--- config.mk ---
export PLATFORM = sky130hd
export DESIGN_NAME = mem_port_arbiter
export DESIGN_NICKNAME = d
export VERILOG_FILES = /design/src/rtl/mem_port_arbiter.sv
export SDC_FILE = /design/constraint.sdc
export NUM_CORES = 1
export LEC_CHECK = 0
export ABC_AREA = 1
export CORE_MARGIN = 2
export CORE_UTILIZATION = 45
export CTS_CLUSTER_SIZE = 30
export DETAILED_ROUTE_END_ITERATION = 10
export HOLD_SLACK_MARGIN = 0.1
export PLACE_DENSITY = 0.86
export SETUP_SLACK_MARGIN = 0.3
export SLEW_MARGIN = 20
export SYNTH_ARGS = -nofsm -noshare
export SYNTH_HDL_FRONTEND = slang
export SYNTH_SLANG_ARGS = --single-unit
--- constraint.sdc ---
create_clock -name clk -period 3.4 [get_ports clk]
set_clock_uncertainty 0.2 [all_clocks]
set_input_delay 0.34 -clock clk [delete_from_list [all_inputs] [get_ports clk]]
set_output_delay 0.34 -clock clk [all_outputs]
set_load 0.05 [all_outputs]
--- src/rtl/mem_port_arbiter.sv ---
// Arbitrates one single-ported memory between instruction fetch and the
// load/store stage: one outstanding access, held until mem_ready or timeout.
module mem_port_arbiter #(
    parameter int TIMEOUT    = 64,
    parameter int MAX_STREAK = 4
) (
    input  logic        clk,
    input  logic        rst,

    input  logic        if_req,
    input  logic [31:0] if_addr,
    output logic        if_gnt,
    output logic        if_rvalid,
    output logic [31:0] if_rdata,
    output logic        if_err,

    input  logic        dm_req,
    input  logic        dm_we,
    input  logic [3:0]  dm_mask,
    input  logic [31:0] dm_addr,
    input  logic [31:0] dm_wdata,
    output logic        dm_gnt,
    output logic        dm_rvalid,
    output logic [31:0] dm_rdata,
    output logic        dm_err,

    output logic        mem_req,
    output logic        mem_we,
    output logic [3:0]  mem_mask,
    output logic [31:0] mem_addr,
    output logic [31:0] mem_wdata,
    input  logic        mem_ready,
    input  logic [31:0] mem_rdata
);

    localparam int TW = $clog2(TIMEOUT);
    localparam int SW = $clog2(MAX_STREAK + 1);

    typedef enum logic [1:0] {
        IDLE    = 2'd0,
        BUSY_IF = 2'd1,
        BUSY_DM = 2'd2
    } state_t;

    state_t        state;
    logic [TW-1:0] tmo_cnt;
    logic [SW-1:0] streak;

    logic          sel_if;
    logic          sel_dm;
    logic          tmo_hit;
    logic          done;
    logic [31:0]   rsp_rdata;

    // NOTE: every variable gets a default before the if, so no latch is inferred.
    always_comb begin
        sel_if = 1'b0;
        sel_dm = 1'b0;
        // Grants are gated by rst so the asynchronous reset also silences them.
        if (rst && state == IDLE) begin
            if (dm_req && !(if_req && streak == SW'(MAX_STREAK)))
                sel_dm = 1'b1;
            else if (if_req)
                sel_if = 1'b1;
        end
    end

    assign if_gnt    = sel_if;
    assign dm_gnt    = sel_dm;
    assign tmo_hit   = (tmo_cnt == TW'(TIMEOUT - 1));
    assign done      = mem_ready || tmo_hit;
    // A timeout or a completed store both return zero data.
    assign rsp_rdata = (mem_ready && !mem_we) ? mem_rdata : 32'h0;

    // NOTE: sequential state uses non-blocking assignments only.
    always_ff @(posedge clk or negedge rst) begin
        if (!rst) begin
            state     <= IDLE;
            tmo_cnt   <= '0;
            streak    <= '0;
            if_rvalid <= 1'b0;
            if_rdata  <= 32'h0;
            if_err    <= 1'b0;
            dm_rvalid <= 1'b0;
            dm_rdata  <= 32'h0;
            dm_err    <= 1'b0;
            mem_req   <= 1'b0;
            mem_we    <= 1'b0;
            mem_mask  <= 4'h0;
            mem_addr  <= 32'h0;
            mem_wdata <= 32'h0;
        end else begin
            if_rvalid <= 1'b0;
            if_err    <= 1'b0;
            dm_rvalid <= 1'b0;
            dm_err    <= 1'b0;

            case (state)
                IDLE: begin
                    if (sel_dm) begin
                        state     <= BUSY_DM;
                        tmo_cnt   <= '0;
                        mem_req   <= 1'b1;
                        mem_we    <= dm_we;
                        mem_mask  <= dm_mask;
                        mem_addr  <= dm_addr;
                        mem_wdata <= dm_wdata;
                        // A data grant with fetch waiting implies streak < MAX_STREAK.
                        streak    <= if_req ? streak + 1'b1 : '0;
                    end else if (sel_if) begin
                        state     <= BUSY_IF;
                        tmo_cnt   <= '0;
                        mem_req   <= 1'b1;
                        mem_we    <= 1'b0;
                        mem_mask  <= 4'hF;
                        mem_addr  <= if_addr;
                        mem_wdata <= 32'h0;
                        streak    <= '0;
                    end
                end

                BUSY_IF, BUSY_DM: begin
                    if (done) begin
                        state   <= IDLE;
                        mem_req <= 1'b0;
                        if (state == BUSY_IF) begin
                            if_rvalid <= 1'b1;
                            if_err    <= !mem_ready;
                            if_rdata  <= rsp_rdata;
                        end else begin
                            dm_rvalid <= 1'b1;
                            dm_err    <= !mem_ready;
                            dm_rdata  <= rsp_rdata;
                        end
                    end else begin
                        tmo_cnt <= tmo_cnt + 1'b1;
                    end
                end

                default: begin
                    state   <= IDLE;
                    mem_req <= 1'b0;
                end
            endcase
        end
    end

endmodule

==> summary.md <==
| Metric | Value |
|---|---|
| Status | finished, final reports clean |
| Initial antenna violation count | 0 |
| P&R area growth vs syn | 56.4% |
| Gp weighted congestion | 0.862 |
| Remaining DRCs | 0 |
| Hold-fix buffers, CTS | 1 |
| Sequential power share | between 20% and 30% |
| VDD IR max | roughly 0.00059 V |
| Clock edge transition at the registers on the reported setup and hold paths | roughly 0.06 ns |
| Antenna-violating nets left | 0 |
| FF+latch count, synth | roughly 150 |
| Total gr overflow | 0 |
| Pwr Total | around 10 mW |
| Finished Core Util | slightly above 70% |
| Rows | between 40 and 50 |
| Met2 usage | 42.6% |
| WS Path Type | in2out |
| Ant diodes | 0 |
| # setup viols final | 0 |
| Number of global-route vias before repair | about 5500 |
| Fmax | 358 MHz |
| M1 GR Usage | between 30% and 40% |
| HPWL after detailed placement | 12.8 mm |
| Crit share post-route | around 80% |
| Place WS | 0.871 ns |
| Clock power frac | a little under a fifth |
| Htree depth | 4 |
| CP Capture Type | primary output |
| Setup Buffers After CTS | 0 |
| Fin worst setup slack | slightly above 0.6 ns |
| R2R cell count | 9 |
| Final Hold Fails | 0 |
| Flop-to-flop setup slack | roughly 0.9 ns |
| Core area | 13200 um^2 |
| CP Data Required Time | 2.86 ns |
| Pins Over Slew Limit | 0 |
| RSZ-0062 raised after global routing | false |
| Leakage Power | between 4 and 5 nW |
| Max FO, Critical Path | 38 |
| First-pass GRT wire length | 28.7 mm |
| Cell Area, Synth | slightly above 6000 um^2 |
| Die Wd | around 120 um |
| Vias/cell | between 4 and 5 |
| Max_cap viols | 0 |
| Min Tclk post-route | about 2.8 ns |
| Crit path DAT | ~2.3 ns |
| Routed length per instance | roughly 16 um |
| Pwr/cell area | 1070 nW/um^2 |
| Largest net degree at the start of global routing | 67 |
| YS warnings | 0 |
| Gr busiest metal | met2 |
| Die height | 121 um |
| Via count of the routed design | between 5000 and 6000 |
| Worst-Margin Slew | around 0.75 ns |
| Layout Nets | 1089 |
| Top Ports | ~280 |
| Worst rel slew slack | between 40 and 50% |
| M3 GR Usage | 7.69% |
| Clk root buf | clkbuf_16 |
| Inserted Clock Buffers | 17 |
| CTS Sinks | between 100 and 150 |
| Min-Delay Path Class | in2async |
| Net Count, Synth | just over 800 |
| Max Root-Sink Buffers | 2 |
| Cell count after synthesis | between 600 and 700 |
| Number of detailed-route iterations in the first pass | 4 |
| Internal power | between 5 and 6 mW |
| Port bufs | around 280 |
| Switching power | 4.88 mW |
| Post-synth cell types | 20 |
| Combinational share of power | a little over half |
| Initial core utilization | roughly 46% |
| Initial drt markers | 415 |
| Reg2reg end | if_rdata[18]$_DFFE_PN0P_ |
| TritonCTS clock tree | yes |
| Sw frac | between 40% and 50% |
| Full die area | between 10000 and 15000 um^2 |
| Total track usage | 25.7% |
| Syn avg cell area | roughly 9 um^2 |
| Share of layout cells above drive strength 1 | roughly 5.6% |
| Setup TNS | 0 ns |
| CP Launch Type | input pin |
| CTS resizes | 0 |
| Clk_lat worst skew | slightly above 0.4 ns |
| Register area share after synthesis | 61.0% |
| Detailed Route WL | between 15 and 20 mm |
| # fillers | a little under 1000 |
| Critical R2R Launch | tmo_cnt[0]$_DFFE_PN0P_ |
per-stage QoR:
step                hold slack (ns)  instances  cell area, um^2
detailed placement           0.0577       1102             8940
CTS                           0.183       1134             9570
global placement             0.0578       1102             8940
global route                  0.217       1134             9570
finish                        0.199       1134             9570
floorplan                    -0.156        677             6120
worst max-delay path by stage:
stage	startpoint	slack, ns	end
after global placement	mem_ready	0.93	if_rdata[13]$_DFFE_PN0P_
final	rst	0.60	dm_gnt
after floorplan	state[0]$_DFFE_PN0P_	1.17	if_gnt
after CTS	rst	0.58	dm_gnt
after detailed placement	mem_ready	0.87	if_rdata[20]$_DFFE_PN0P_
after global routing	rst	0.44	dm_gnt
power by group through the flow:
stage / registers, mW / clock network, mW / logic, mW
after CTS: 2.90 / 1.97 / 5.47
after floorplan: 5.24 / 0 / 1.18
after global placement: 2.88 / 0 / 5.38
after detailed placement: 2.91 / 0 / 5.44
final: 2.90 / 1.94 / 5.44
after global routing: 2.98 / 2.06 / 5.73
kinds of logic after synthesis:
family,synth area share (%)
AND/OR/NAND/NOR,26.0
buffers and inverters,5.38
flip-flops,61.0
adder cells (fa/ha/maj),1.02
AO/OA/AOI/OAI,6.63
cell usage after synthesis:
cell type,n,area [um^2]
clkbuf_1,12,45.0
nand3_1,73,365
nand2_1,298,1120
nor2_1,13,48.8
o21ai_0,13,65.1
o22a_1,4,35.0
nand3b_2,1,11.3
ha_1,5,62.6
inv_2,2,7.51
buf_2,11,55.1
nor3b_1,1,7.51
nand3_2,2,20.0
nand2_2,2,12.5
inv_1,13,48.8
nand3b_1,1,7.51
buf_4,2,15.0
dfrtp_1,149,3730
a21oi_1,4,20.0
o21ai_1,57,285
buf_6,14,158
worst max-delay path: stages:
cell,delay [ns]
dlygate4sd3_1,0.55
buf_6,0.31
nand2_1,0.09
inv_1,0.09
nand3_2,0.14
inv_2,0.47
buf_12,0.21
area by class of cell:
| type | count | area (um^2) | share of cell area [%] |
|---|---|---|---|
| clock buffers | 20 | 467 | 4.88 |
| flip-flops and latches | 149 | 3730 | 39.0 |
| well taps | 176 | 220 | 2.30 |
| repair buffers | 289 | 2890 | 30.2 |
| inverters | 15 | 56.3 | 0.588 |
| clock inverters | 11 | 149 | 1.56 |
| multi-input cells | 474 | 2060 | 21.5 |
cells in the final DEF, fill, tap and decap left out:
cell and n:
a21oi_1 4, buf_12 2, buf_4 11, buf_6 1
bufinv_16 3, clkbuf_16 17, clkbuf_8 3, clkdlybuf4s50_1 274
clkinv_2 2, clkinv_4 2, clkinvlp_4 3, dfrtp_1 149
dlygate4sd3_1 1, ha_1 5, inv_1 12, inv_2 3
inv_6 1, nand2_1 298, nand2_2 2, nand3_1 73
nand3_2 2, nand3b_1 1, nand3b_2 1, nor2_1 12
nor2_2 1, nor3b_1 1, o21ai_0 13, o21ai_1 57
o22a_1 4
state kept, by name, summed over array words and instances, names as in the netlist, 2 cells and up:
name       cells
dm_rdata      32
if_rdata      32
mem_addr      32
mem_wdata     32
tmo_cnt        6
mem_mask       4
streak         3
state          2
layer usage:
metal	part of all wire, %	wire, um
met5	0	0
met4	3.0	542
met3	9.6	1750
met2	49	8950
met1	38	7030
(Power assumes the default switching activity.)
